==> src/rtl/reclock_cm.sv <==
// Output relatch for attacker-facing lines: synchronises DIN, then bypasses, relatches,
// delays each edge by an LFSR-chosen number of cycles, or freezes the outputs.
module reclock_cm #(
    parameter int unsigned CHANNELS    = 1,
    parameter int unsigned SYNC_STAGES = 2,
    parameter int unsigned JIT_BITS    = 2,
    parameter logic [15:0] LFSR_SEED   = 16'hACE1
) (
    input  logic                CLK,
    input  logic                RST,
    input  logic [1:0]          MODE,
    input  logic [CHANNELS-1:0] DIN,
    output logic [CHANNELS-1:0] DOUT,
    output logic [CHANNELS-1:0] BUSY,
    output logic [15:0]         EDGE_CNT
);

    typedef enum logic [1:0] {
        ModeBypass  = 2'b00,
        ModeRelatch = 2'b01,
        ModeJitter  = 2'b10,
        ModeFreeze  = 2'b11
    } mode_e;

    typedef enum logic {StIdle, StWait} state_e;

    mode_e mode;

    logic [SYNC_STAGES-1:0][CHANNELS-1:0] sync_q, sync_d;
    logic [CHANNELS-1:0]                  sync_last;
    logic [CHANNELS-1:0]                  out_q, out_d;
    logic [15:0]                          lfsr_q, lfsr_d;
    logic [15:0]                          edge_cnt_q, edge_cnt_d;
    state_e                               state_q [CHANNELS];
    state_e                               state_d [CHANNELS];
    logic [JIT_BITS-1:0]                  cnt_q   [CHANNELS];
    logic [JIT_BITS-1:0]                  cnt_d   [CHANNELS];

    assign mode      = mode_e'(MODE);
    assign sync_last = sync_q[SYNC_STAGES-1];

    always_comb begin
        sync_d    = sync_q;
        sync_d[0] = DIN;
        for (int s = 1; s < SYNC_STAGES; s++) begin
            sync_d[s] = sync_q[s-1];
        end
    end

    // Galois form of x^16+x^14+x^13+x^11+1, shifting right
    assign lfsr_d = lfsr_q[0] ? ((lfsr_q >> 1) ^ 16'hB400) : (lfsr_q >> 1);

    // State register
    always_ff @(posedge CLK) begin
        if (RST) begin
            sync_q     <= '0;
            out_q      <= '0;
            lfsr_q     <= LFSR_SEED;
            edge_cnt_q <= '0;
            for (int ch = 0; ch < CHANNELS; ch++) begin
                state_q[ch] <= StIdle;
                cnt_q[ch]   <= '0;
            end
        end else begin
            sync_q     <= sync_d;
            out_q      <= out_d;
            lfsr_q     <= lfsr_d;
            edge_cnt_q <= edge_cnt_d;
            for (int ch = 0; ch < CHANNELS; ch++) begin
                state_q[ch] <= state_d[ch];
                cnt_q[ch]   <= cnt_d[ch];
            end
        end
    end

    // Next-state logic
    always_comb begin
        out_d = out_q;
        for (int ch = 0; ch < CHANNELS; ch++) begin
            state_d[ch] = StIdle;
            cnt_d[ch]   = '0;
            unique case (mode)
                ModeBypass, ModeRelatch: begin
                    out_d[ch] = sync_last[ch];
                end
                ModeFreeze: begin
                end
                ModeJitter: begin
                    unique case (state_q[ch])
                        StIdle: begin
                            if (sync_last[ch] != out_q[ch]) begin
                                if (lfsr_q[ch*JIT_BITS +: JIT_BITS] == '0) begin
                                    out_d[ch] = sync_last[ch];
                                end else begin
                                    cnt_d[ch]   = lfsr_q[ch*JIT_BITS +: JIT_BITS];
                                    state_d[ch] = StWait;
                                end
                            end
                        end
                        StWait: begin
                            cnt_d[ch] = cnt_q[ch] - JIT_BITS'(1);
                            // Sample sync at expiry, so short pulses vanish silently
                            if (cnt_q[ch] == JIT_BITS'(1)) begin
                                out_d[ch] = sync_last[ch];
                            end else begin
                                state_d[ch] = StWait;
                            end
                        end
                    endcase
                end
            endcase
        end
        edge_cnt_d = edge_cnt_q + 16'($countones(out_d ^ out_q));
    end

    // Outputs
    always_comb begin
        DOUT     = (mode == ModeBypass) ? DIN : out_q;
        EDGE_CNT = edge_cnt_q;
        for (int ch = 0; ch < CHANNELS; ch++) begin
            BUSY[ch] = (state_q[ch] == StWait);
        end
    end

endmodule
==> config.mk <==
export PLATFORM = sky130hd
export DESIGN_NAME = reclock_cm
export DESIGN_NICKNAME = d
export VERILOG_FILES = /design/src/rtl/reclock_cm.sv
export SDC_FILE = /design/constraint.sdc
export NUM_CORES = 1
export LEC_CHECK = 0
export CORE_MARGIN = 2
export CORE_UTILIZATION = 40
export DETAILED_ROUTE_END_ITERATION = 16
export GPL_TIMING_DRIVEN = 0
export HOLD_SLACK_MARGIN = 0.03
export PLACE_DENSITY = 0.62
export SLEW_MARGIN = 20
export SYNTH_ARGS = -nofsm -noshare
export SYNTH_HDL_FRONTEND = slang
export SYNTH_SLANG_ARGS = --single-unit
==> constraint.sdc <==
create_clock -name CLK -period 3.9 [get_ports CLK]
set_input_delay 0.39 -clock CLK [delete_from_list [all_inputs] [get_ports CLK]]
set_output_delay 0.39 -clock CLK [all_outputs]
set_load 0.05 [all_outputs]
==> results of run 1 <==
## cells by family (layout without fill, tap and decap cells)
family / count (synthesis) / in the layout / synth area share (%)
adders and majority gates: 4 / 4 / 3.28
buffers and inverters: 10 / 40 / 3.03
AOI/OAI and AO/OA: 13 / 13 / 4.76
DFF: 38 / 38 / 49.9
and+or+nand+nor: 76 / 76 / 28.6
xor gates and xnor gates: 8 / 8 / 4.59
muxes: 8 / 8 / 5.82
## state kept, by name, indices dropped and copies added, names as in the netlist
register	cells
lfsr_q	16
EDGE_CNT	16
sync_d	1
out_q	1
sync_last	1
state_q	1
cnt_q	2
## routing by layer
metal	wire length [um]	part of all wire [%]	vias up
met4	51	1.8	0
li1	-	-	596
met5	0	0	-
met3	147	5.2	6
met1	1330	47	537
met2	1270	45	25
## final cells by class
type | count | area (um2)
Multi-Input combinational cell | 109 | 718
Buffer | 6 | 31.3
Fill cell | 339 | 1770
Timing Repair Buffer | 22 | 220
Sequential cell | 38 | 761
Tap cell | 48 | 60.1
Inverter | 4 | 15.0
Clock buffer | 6 | 72.6
Clock inverter | 2 | 13.8
## power groups by stage
stage	clock network, mW	registers [mW]	logic (mW)
after detailed placement	0	0.415	0.0455
after floorplan	0	0.418	0.0281
after global routing	0.286	0.408	0.0504
after CTS	0.268	0.407	0.0460
final	0.257	0.407	0.0453
after global placement	0	0.415	0.0445
## how the worst min path moves through the flow
stage | to | slack (ps) | cells past startpoint
2_1_floorplan | lfsr_q[11] | 390 | 1
3_3_place_gp | lfsr_q[7] | 410 | 1
3_5_place_dp | lfsr_q[11] | 400 | 1
4_1_cts | lfsr_q[6] | 420 | 1
5_1_grt | lfsr_q[5] | 440 | 1
6_report | lfsr_q[6] | 420 | 1
## layout by cell type (no fill, tap or decap), types with 3 or more instances in the layout
master,count
or3_1,3
clkbuf_8,5
nor2_1,14
mux2_2,7
nand3b_1,3
or2_2,6
nor4_1,6
nand4_1,5
a21oi_1,8
or4_1,4
nand2_1,5
dfxtp_1,38
xor2_1,3
nand3_1,5
ha_1,4
o31ai_1,3
nand2b_1,6
xnor2_1,5
clkbuf_1,5
nor2b_1,17
clkdlybuf4s50_1,22
inv_1,4
==> flow_summary.ini, run 1 <==
[sta]
hold_ws_ps = 420
grt_setup_unrepaired = no
fin_crit_sh_pct = 71.0
fmax_ghz = 0.361
tightest_slew_ps = 502
min_period_ps = 2770
fin_ws_ps = 1130
hold_viol_final = 0
skew_ps = 7.04
slew_violations = 0
timing.slew.headroom_pct = 66.4
setup_violations = 0
final.setup.tns_ps = 0

[power]
seq_power_share_pct = 57.3
power.internal_uw = 549
p_leak_nw = 0.683
power_density_nw_per_um2 = 375
p_switching_uw = 160
finalPower_uw = 709
clockPowerShare_pct = 36.3
switching_share_pct = 22.6
irDropWorstVdd_mv = 0.269
combPwrFrac_pct = 6.4

[routing]
vias_per_cell = 4.95
first_pass_iters = 5
vias = 1164
ant_nets = 0
drt-initial-drc-count = 67
drt_wl_total_um = 2800
remaining_drc_errors = 0
wl_per_cell_um = 11.9

[place]
pre_cts_ws_ps = 793
globalplace.congestion = 0.721
postPlaceCellArea_um2 = 1810
port_buffers = 22
hpwl_um = 2030
place_inst = 227

[clock_network]
htreeDepth = 2
cts_buffers = 5
clk_latency_ps = 290
tritoncts = yes
clock-root-buffer = clkbuf_8
cts_resized = 0
cts_max_path_buffers = 2
cts_hold_buf = 0
path_clk_slew_ps = 70
cts_sinks = 38
post_cts_buffers = 0

[floorplan]
rows = 22
dieArea_um2 = 4320
start_util_pct = 41.7
coreArea_um2 = 3660
boundaryPins = 23
die_w_um = 65.8
die_h_um = 65.8

[worst_setup_path]
worst-r2r-cell-count = 9
reg2reg_to = EDGE_CNT[14]
rr_startpoint = lfsr_q[0]
crit_top_cell = ha_1
worstSetupStartpointType = input port
required_ps = 4080
path_depth = 9
crit_path_cell_trace = clkdlybuf4s50_1 > or4_1 > and3_1 > nor2_1 > ha_1 > ha_1 > inv_1 > nor4_1 > mux2_2
path_buf_inv = 2
worstSetupPathType = in2reg
slowest_stage = or4_1
crit_family = simple AND/OR/NAND/NOR gates
setup.worst_path.end = EDGE_CNT[14]
crit_start = MODE[0]
max_stage_delay_ps = 510
crit_fanout = 7
rrSetupSlack_ps = 1280
arrival_ps = 2950
worstSetupEndpointType = flop

[synth]
synth_edf_count = 0
synth_seq_cells = 38
yosysSeqAreaShare_pct = 49.9
netlist.area_leader.share_pct = 49.9
syn_area_per_cell_um2 = 9.71
yosysWarnings = 0
synthTopCellsByCount = dfxtp_1, nor2b_1, nor2_1
synth_top_area_cell = dfxtp_1
ys_async_sr_fraction_pct = 0
postSynthNetCount = 166
ys_top_cells_by_area = dfxtp_1, nor2b_1, mux2_2
syn-cell-area_um2 = 1530
synthMostInstantiatedCell = dfxtp_1
synth-main-ff-cell = dfxtp_1
synth_cell_types = 26
syn_inst = 157

[outcome]
status = finished clean

[final_layout]
finalNonFillerCells = 235
stdcell_area_um2 = 1890
drive_above_1_share_pct = 12.3
diodes = 0
postLayoutCoreUtil_pct = 51.7
areaGrowthSynthToFinish_pct = 24.0
final_nets = 195

[global_route]
gr-max-usage-layer = met2
grt_pass1_vias = 1047
grt_use_total_pct = 15.0
grtUsageMet2_pct = 22.3
antenna_found_initial = 0
overflow = 0
global_route.usage.met1_pct = 18.7
grt_pass1_wl_um = 4820
grt_max_degree = 13
grt_use_met3_pct = 6.16

[flow_run]
drv_cap = 0

[hold_path]
hold_path.class = reg2reg
hp-start = lfsr_q[7]
Note: power is estimated with default switching activity, not from simulation.
==> run 2: changes to the inputs <==
Settings changed: PLACE_DENSITY 0.62 to 0.64.
Clock period 3.9 ns to 2.2 ns, I/O delays scaled along.
==> flow_summary.ini, run 2 (same netlist as run 1, synthesis figures left out) <==
[power]
irDropWorstVdd_mv = 0.512
power_density_nw_per_um2 = 628
switching_share_pct = 22.2
p_leak_nw = 0.757
power.internal_mw = 1.01
p_switching_uw = 287
combPwrFrac_pct = 6.9
seq_power_share_pct = 55.8
clockPowerShare_pct = 37.4

[global_route]
grt_pass1_vias = 1111
grt_pass1_wl_um = 5120
grt_use_total_pct = 16.2
overflow = 0
antenna_found_initial = 0
grt_max_degree = 12

[place]
hpwl_um = 2030
globalplace.congestion = 0.791
port_buffers = 22
pre_cts_ws_ps = -472

[sta]
grt_setup_unrepaired = yes
fin_ws_ps = -4.50
setup_violations = 1
fmax_ghz = 0.454
fin_crit_sh_pct = 100
min_period_ps = 2200
skew_ps = 7.89
hold_viol_final = 0
tightest_slew_ps = 509
slew_violations = 0
timing.slew.headroom_pct = 66.0

[final_layout]
drive_above_1_share_pct = 23.2
layout_common_cells = dfxtp_1, clkdlybuf4s50_1, nor2b_1, nor2_1, a21oi_1
final_nets = 198
postLayoutCoreUtil_pct = 56.4
final_common_cell = dfxtp_1
areaGrowthSynthToFinish_pct = 35.3
diodes = 0

[clock_network]
cts_sinks = 38
path_clk_slew_ps = 70
clock-root-buffer = clkbuf_8
cts_max_path_buffers = 2
cts_hold_buf = 0
cts_buffers = 5
htreeDepth = 2
clk_latency_ps = 300
tritoncts = yes

[worst_setup_path]
worstSetupStartpointType = flop
arrival_ps = 2440
required_ps = 2430
worstSetupEndpointType = flop
rrSetupSlack_ps = -4
crit_fanout = 7
worstSetupPathType = reg2reg

[floorplan]
die_w_um = 65.8
rows = 22
coreArea_um2 = 3660
dieArea_um2 = 4320
boundaryPins = 23
die_h_um = 65.8
start_util_pct = 41.7

[routing]
vias = 1196
vias_per_cell = 5.03
drt-initial-drc-count = 50
first_pass_iters = 4
ant_nets = 0
wl_per_cell_um = 12.7
drt_wl_total_um = 3020
remaining_drc_errors = 0

[outcome]
violations = negative setup slack
status = complete, but fails checks

[hold_path]
hold_path.class = reg2reg

[flow_run]
drv_cap = 0
run 2: cell count changes in the layout (fill, tap and decap cells not counted), moves of 3 or more:
cell,change
ha_1,-3
nor4_1,-5
nor4_4,+3
buf_4,+4
dfxtp_1,-3
ha_4,+3
run 2: power by group through the flow:
stage,Clock [mW],Sequential [mW],Combinational (mW)
2_1_floorplan,0,0.741,0.0539
3_3_place_gp,0,0.736,0.0832
3_5_place_dp,0,0.737,0.0847
4_1_cts,0.499,0.723,0.0887
5_1_grt,0.527,0.725,0.100
6_report,0.484,0.723,0.0887
run 2: final cells by class:
class | instances | area [um2]
sequential | 38 | 767
fill | 328 | 1600
clock inverter | 1 | 5.00
clock buffer | 7 | 86.3
multi-input combinational | 109 | 847
inverter | 4 | 22.5
buffer | 5 | 26.3
tap | 48 | 60.1
timing repair buffer | 26 | 249
run 2: layer usage:
layer	global-route usage (%)	routed length, um	vias up
met5	0	0	-
met2	24.4	1460	19
li1	-	-	605
met1	20.0	1380	566
met4	7.81	57	0
met3	6.51	130	6
run 2: worst max-delay path: stages, from the launching register on:
cell     delay, ps
dfxtp_4        350
or4_4          490
and3_4         190
nor2_4         130
ha_4           150
ha_4           150
inv_8           50
or4_4          480
a21oi_2        140
run 2: repair_timing:
item / in CTS / in global routing
setup endpoints to repair: 9 / 9
buffers inserted: 4 / 0
resized for setup: 15 / 7
pin swaps: 5 / 5
run 2: through the flow:
stage / power [mW] / cells / cell area, um2 / hold WS, ps / setup TNS [ps]
floorplan: 0.794 / 157 / 1570 / 348 / -22.2
global placement: 0.820 / 227 / 1850 / 404 / -3980
detailed placement: 0.822 / 227 / 1850 / 398 / -4330
CTS: 1.31 / 238 / 2030 / 412 / -9.38
global route: 1.35 / 238 / 2060 / 437 / -406
finish: 1.30 / 238 / 2060 / 417 / -4.50
run 2: path summary, 6_finish.rpt:
kind / startpoint / endpoint / depth (start not counted)
min reg2reg: lfsr_q[7] / lfsr_q[6] / 1
min: lfsr_q[7] / lfsr_q[6] / 1
max: lfsr_q[0] / EDGE_CNT[8] / 8
max reg2reg: lfsr_q[0] / EDGE_CNT[8] / 8
